**config.mk**
```make
export PLATFORM = sky130hd
export DESIGN_NAME = fp_posit_acc_seq
export DESIGN_NICKNAME = d
export VERILOG_FILES = /design/src/rtl/fp_posit_pkg.sv /design/src/rtl/fp_posit_acc_wdog.sv /design/src/rtl/fp_posit_acc_seq.sv
export SDC_FILE = /design/constraint.sdc
export NUM_CORES = 1
export LEC_CHECK = 0
export CAP_MARGIN = 15
export CORE_MARGIN = 1
export CORE_UTILIZATION = 36
export CTS_CLUSTER_DIAMETER = 50
export DETAILED_ROUTE_END_ITERATION = 6
export PLACE_DENSITY_LB_ADDON = 0.15
export SYNTH_ARGS = -nofsm -noshare
export SYNTH_HDL_FRONTEND = slang
export SYNTH_SLANG_ARGS = --single-unit
```
**constraint.sdc**
```tcl
create_clock -name clk -period 5.5 [get_ports clk]
set_clock_uncertainty 0.05 [all_clocks]
set_input_delay 1.65 -clock clk [delete_from_list [all_inputs] [get_ports clk]]
set_output_delay 1.65 -clock clk [all_outputs]
set_load 0.01 [all_outputs]
```
**src/rtl/fp_posit_pkg.sv**
```systemverilog
// Shared types and default widths for the fp/posit accumulator sequencer.
package fp_posit_pkg;

    localparam int ACC_W_DEF = 32;
    localparam int IN_W_DEF  = 14;
    localparam int EXP_W_DEF = 5;
    localparam int LEN_W_DEF = 8;

    typedef enum logic [2:0] {
        IDLE,
        FETCH,
        ISSUE,
        WAIT,
        RESULT
    } state_t;

    typedef struct packed {
        logic                 sign;
        logic [EXP_W_DEF-1:0] exp;
        logic [IN_W_DEF-1:0]  frac;
        logic                 zero;
        logic                 nar;
    } term_t;

endpackage

```
**src/rtl/fp_posit_acc_wdog.sv**
```systemverilog
// Watchdog: counts enabled cycles since the last clear and flags the TIMEOUT-th one.
module fp_posit_acc_wdog #(
    parameter int TIMEOUT = 15
) (
    input  logic clk,
    input  logic rst,
    input  logic clr,
    input  logic en,
    output logic expire
);

    localparam int CW = $clog2(TIMEOUT + 1);

    logic [CW-1:0] cnt_reg;

    assign expire = en && (cnt_reg == CW'(TIMEOUT - 1));

    always_ff @(posedge clk) begin
        if (rst || clr) begin
            cnt_reg <= '0;
        end else if (en && !expire) begin
            cnt_reg <= cnt_reg + CW'(1);
        end
    end

endmodule

```
**src/rtl/fp_posit_acc_seq.sv**
```systemverilog
// Term sequencer for the fixed-point accumulator: issues one term at a time,
// feeds back the running sum and emits one result per vector.
module fp_posit_acc_seq
    import fp_posit_pkg::*;
#(
    parameter int ACC_W   = ACC_W_DEF,
    parameter int IN_W    = IN_W_DEF,
    parameter int EXP_W   = EXP_W_DEF,
    parameter int LEN_W   = LEN_W_DEF,
    parameter int TIMEOUT = 15
) (
    input  logic             clk,
    input  logic             rst,
    input  logic             op_start,
    input  logic [LEN_W-1:0] cfg_len,
    input  logic [EXP_W-1:0] cfg_exp_set,
    input  logic             in_valid,
    output logic             in_ready,
    input  logic             in_sign,
    input  logic [EXP_W-1:0] in_exp,
    input  logic [IN_W-1:0]  in_frac,
    input  logic             in_zero,
    input  logic             in_nar,
    output logic             acc_start,
    output logic             acc_sign,
    output logic             acc_zero,
    output logic             acc_nar,
    output logic [EXP_W-1:0] acc_exp_in,
    output logic [IN_W-1:0]  acc_fixed_in,
    output logic [EXP_W-1:0] acc_exp_set,
    output logic [ACC_W-1:0] acc_fixed_acc,
    input  logic             acc_done,
    input  logic [ACC_W-1:0] acc_fixed_out,
    output logic             res_valid,
    input  logic             res_ready,
    output logic [ACC_W-1:0] res_fixed,
    output logic [EXP_W-1:0] res_exp,
    output logic             res_nar,
    output logic             res_err,
    output logic             busy
);

    state_t           state_reg;
    term_t            term_reg;
    logic [LEN_W-1:0] count_reg;
    logic [LEN_W-1:0] count_next;
    logic [EXP_W-1:0] exp_set_reg;
    logic [ACC_W-1:0] sum_reg;
    logic             nar_reg;
    logic             err_reg;
    logic             in_ready_reg;
    logic             acc_start_reg;
    logic             res_valid_reg;
    logic             busy_reg;
    logic             wd_clr;
    logic             wd_en;
    logic             wd_expire;

    // Saturating decrement so a stray decrement can never wrap the count.
    assign count_next = (count_reg == '0) ? '0 : count_reg - LEN_W'(1);

    assign wd_clr = (state_reg == ISSUE);
    assign wd_en  = (state_reg == WAIT);

    fp_posit_acc_wdog #(
        .TIMEOUT (TIMEOUT)
    ) u_wdog (
        .clk    (clk),
        .rst    (rst),
        .clr    (wd_clr),
        .en     (wd_en),
        .expire (wd_expire)
    );

    always_ff @(posedge clk) begin
        if (rst) begin
            state_reg     <= IDLE;
            term_reg      <= '0;
            count_reg     <= '0;
            exp_set_reg   <= '0;
            sum_reg       <= '0;
            nar_reg       <= 1'b0;
            err_reg       <= 1'b0;
            in_ready_reg  <= 1'b0;
            acc_start_reg <= 1'b0;
            res_valid_reg <= 1'b0;
            busy_reg      <= 1'b0;
        end else begin
            acc_start_reg <= 1'b0;
            case (state_reg)
                IDLE: begin
                    if (op_start) begin
                        count_reg   <= cfg_len;
                        exp_set_reg <= cfg_exp_set;
                        sum_reg     <= '0;
                        nar_reg     <= 1'b0;
                        err_reg     <= 1'b0;
                        busy_reg    <= 1'b1;
                        if (cfg_len == '0) begin
                            state_reg     <= RESULT;
                            res_valid_reg <= 1'b1;
                        end else begin
                            state_reg    <= FETCH;
                            in_ready_reg <= 1'b1;
                        end
                    end
                end
                FETCH: begin
                    if (in_valid) begin
                        term_reg.sign <= in_sign;
                        term_reg.exp  <= in_exp;
                        term_reg.frac <= in_frac;
                        term_reg.zero <= in_zero;
                        term_reg.nar  <= in_nar;
                        if (in_nar) begin
                            nar_reg <= 1'b1;
                        end
                        // Zero terms and anything after a NaR are drained without a datapath trip.
                        if (in_zero || nar_reg) begin
                            count_reg <= count_next;
                            if (count_next == '0) begin
                                state_reg     <= RESULT;
                                in_ready_reg  <= 1'b0;
                                res_valid_reg <= 1'b1;
                            end
                        end else begin
                            state_reg     <= ISSUE;
                            in_ready_reg  <= 1'b0;
                            acc_start_reg <= 1'b1;
                        end
                    end
                end
                ISSUE: begin
                    state_reg <= WAIT;
                end
                WAIT: begin
                    if (acc_done) begin
                        sum_reg   <= acc_fixed_out;
                        nar_reg   <= nar_reg | term_reg.nar;
                        count_reg <= count_next;
                        if (count_next != '0) begin
                            state_reg    <= FETCH;
                            in_ready_reg <= 1'b1;
                        end else begin
                            state_reg     <= RESULT;
                            res_valid_reg <= 1'b1;
                        end
                    end else if (wd_expire) begin
                        err_reg       <= 1'b1;
                        state_reg     <= RESULT;
                        res_valid_reg <= 1'b1;
                    end
                end
                RESULT: begin
                    if (res_ready) begin
                        state_reg     <= IDLE;
                        res_valid_reg <= 1'b0;
                        busy_reg      <= 1'b0;
                    end
                end
                default: begin
                    state_reg <= IDLE;
                end
            endcase
        end
    end

    assign in_ready      = in_ready_reg;
    assign acc_start     = acc_start_reg;
    assign acc_sign      = term_reg.sign;
    assign acc_zero      = term_reg.zero;
    assign acc_nar       = term_reg.nar;
    assign acc_exp_in    = term_reg.exp;
    assign acc_fixed_in  = term_reg.frac;
    assign acc_exp_set   = exp_set_reg;
    assign acc_fixed_acc = sum_reg;
    assign res_valid     = res_valid_reg;
    assign res_fixed     = nar_reg ? '0 : sum_reg;
    assign res_exp       = exp_set_reg;
    assign res_nar       = nar_reg;
    assign res_err       = err_reg;
    assign busy          = busy_reg;

endmodule

```
==> results.cfg <==
[status]
outcome = complete, no violations

[global_routing]
grt_pass1_wl_um = 15500
grt_pass1_vias = 3234
grt_max_degree = 42
grt_overflow = 0
grt_usage_pct = 18.9
grt_antenna_before_repair = 0

[worst_hold_path]
hold_start = acc_fixed_in[4]
hold_depth = 2
holdPathEnd = acc_fixed_in[4]
hold_path_class = flip-flop to flip-flop

[sta]
hold_viol = 0
rsz0062_at_grt = false
finalSetupViolCount = 0
tns_ns = 0
fin_crit_sh_pct = 60.9
fmax_ghz = 0.299
slew_headroom_pct = 46.8
fin_crit_ns = 3.35
tightest_slew_ns = 0.798
maxSlewViolCount = 0

[layout]
layout.nets = 670
syn2layout_area_growth_pct = 54.7
diodes = 0
largest_register_ffs = 32
final_area_um2 = 5570
fillers = 911
layoutNonFillerInstCount = 730
final_layout_size_suffix_gt1_share_pct = 5.36

[routing]
vias_per_cell = 4.89
detail_route.wl_per_cell_um = 14.1
ant_nets = 0
drt_iter0_drc = 197
first_pass_iters = 6
vias = 3572
routed_wl_um = 10300
drc = 0

[die]
die-area_um2 = 10400
die_w_um = 102
boundaryPins = 175
num_rows = 36
core_area_um2 = 9730
die_h_um = 102
initial_core_util_pct = 37.0

[yosys]
yosysSeqAreaShare_pct = 44.5
ys_ff_latch = 80
synth_top_area_share_pct = 44.5
synth-edff-count = 0
synth_cell_types = 53
post-synth-top-area-cell = dfxtp_1
ys_async_sr_fraction_pct = 0
netlist_instances = 441
ys.flop_type = dfxtp_1
yosysWarnings = 0
syn_area_per_cell_um2 = 8.16
synthesis.area_um2 = 3600
synth.area.top_cells = dfxtp_1, a22oi_1, nand2_1
synth_nets = 518

[critical_path]
r2r_setup_slack_ns = 3.03
path_delay_family = buffers and inverters
worstPathCellList = buf_16 > nor2b_1 > clkdlybuf4s50_1
cp_max_fo = 31
r2r-start = state_reg[0]
arrival_ns = 1.65
r2r_cells = 5
cpMaxStageDelayCell = clkdlybuf4s50_1
max_stage_delay_ns = 0.54
path_class = flip-flop to primary output
endpoint_kind = primary output
required_ns = 3.80
worstReg2RegEnd = acc_sign
worst-path-buf-inv = 2
start_kind = flip-flop

[clocking]
post_cts_resize_count = 0
clk-insertion-delay-late_ns = 0.35
cts_tree = done
cts_buffer_depth = 2
cts.sinks = 80
clock_tree.root_cell = clkbuf_8
ctsHoldBuffers = 0
cts_made_buffers = 9
post-cts-setup-buffers = 0
cts_max_level = 3
path_clk_slew_ns = 0.08

[pwr]
p_per_area_nw_per_um2 = 325
p_leak_nw = 2.04
power.switching_mw = 0.642
p_int_mw = 1.17
switching_share_pct = 35.5
seqPwrFrac_pct = 40.1
clkPwrFrac_pct = 24.1
p_comb_share_pct = 35.8
ir_drop_mv = 0.154

[placed_design]
place_hpwl_um = 7290
placed_cells = 714
place.gp.congestion = 0.833
postPlaceCellArea_um2 = 5350
port_buffers = 174

[run]
cap_viol_max_count = 0
[worst max-delay path by stage]
| stage | end | cells after the start | start | slack [ns] |
|---|---|---|---|---|
| after detailed placement | count_reg[3] | 7 | in_valid | 1.91 |
| after floorplan | count_reg[2] | 5 | in_zero | 2.66 |
| after global routing | count_reg[4] | 7 | op_start | 2.04 |
| final | res_fixed[8] | 3 | res_nar | 2.15 |
| after CTS | res_nar | 1 | res_nar | 1.56 |
| after global placement | count_reg[3] | 7 | in_valid | 1.92 |
[cell usage in the layout (no fill, tap or decap), types with 3 or more instances in the layout]
master	synthesis	layout
nor2_1	63	63
dfxtp_1	80	80
clkdlybuf4s50_1	0	173
nand2_1	66	66
nor3_1	4	4
and3_1	3	3
clkbuf_8	0	10
buf_4	7	3
ha_1	4	4
mux2i_1	9	9
a22oi_1	36	36
nand3_1	7	7
inv_1	8	8
o21ai_0	11	11
nor2b_1	33	33
a21oi_1	30	30
[power by group through the flow]
stage               Combinational, mW  Clock (mW)  Sequential, mW
finish                          0.648       0.436           0.726
detailed placement              0.635           0           0.746
CTS                             0.638       0.449           0.733
floorplan                       0.422           0           0.733
global placement                0.624           0           0.744
global route                    0.714       0.470           0.737
[worst register-to-register path: cells and delay by family, from the launching register on]
kind / cells / cell delay [ns]
flip-flops: 1 / 0.56
AND/OR/NAND/NOR: 4 / 1.64
AO/OA/AOI/OAI: 1 / 0.15
[cell families after synthesis]
| group | after synthesis | synth area share [%] |
|---|---|---|
| compound gates | 103 | 19.1 |
| fa+ha+maj | 4 | 1.39 |
| buf+inv | 45 | 5.81 |
| xor+xnor | 3 | 0.730 |
| mux | 9 | 2.50 |
| simple gates | 197 | 26.0 |
| flops | 80 | 44.5 |
[Yosys cell counts (all sizes together) (3+ instances only)]
cell type	n
dfxtp	80
nor2b	33
o21ai	14
clkbuf	18
a21oi	30
nor4	4
nor2	65
inv	8
nand2	66
mux2i	9
and3	3
nor3	5
buf	19
a22oi	36
nand3	7
ha	4
[cell type report]
class / instances / area (um^2) / area share (%)
Tap cell: 133 / 166 / 2.99
Sequential cell: 80 / 1600 / 28.8
Clock inverter: 5 / 56.3 / 1.01
Inverter: 8 / 30.0 / 0.539
Clock buffer: 10 / 138 / 2.47
Multi-Input combinational cell: 316 / 1790 / 32.1
Timing Repair Buffer: 178 / 1790 / 32.1
[metal layers]
| metal | up-vias | global-route usage [%] | share of wire (%) |
|---|---|---|---|
| met2 | 100 | 32.4 | 48 |
| met5 | - | 0 | 0 |
| met3 | 10 | 4.45 | 6.8 |
| li1 | 1808 | - | - |
| met4 | 0 | 6.59 | 1.0 |
| met1 | 1654 | 23.2 | 44 |
[metrics by stage]
step / hold slack [ns] / setup WS [ns] / utilization (%) / total power, mW
floorplan: 0.430 / 2.66 / - / 1.16
global placement: 0.391 / 1.92 / 54.9 / 1.37
detailed placement: 0.396 / 1.91 / 54.9 / 1.38
CTS: 0.408 / 1.56 / 56.9 / 1.82
global route: 0.426 / 2.04 / 57.2 / 1.92
finish: 0.406 / 2.15 / 57.2 / 1.81
Power figures use the tool's default switching activity.
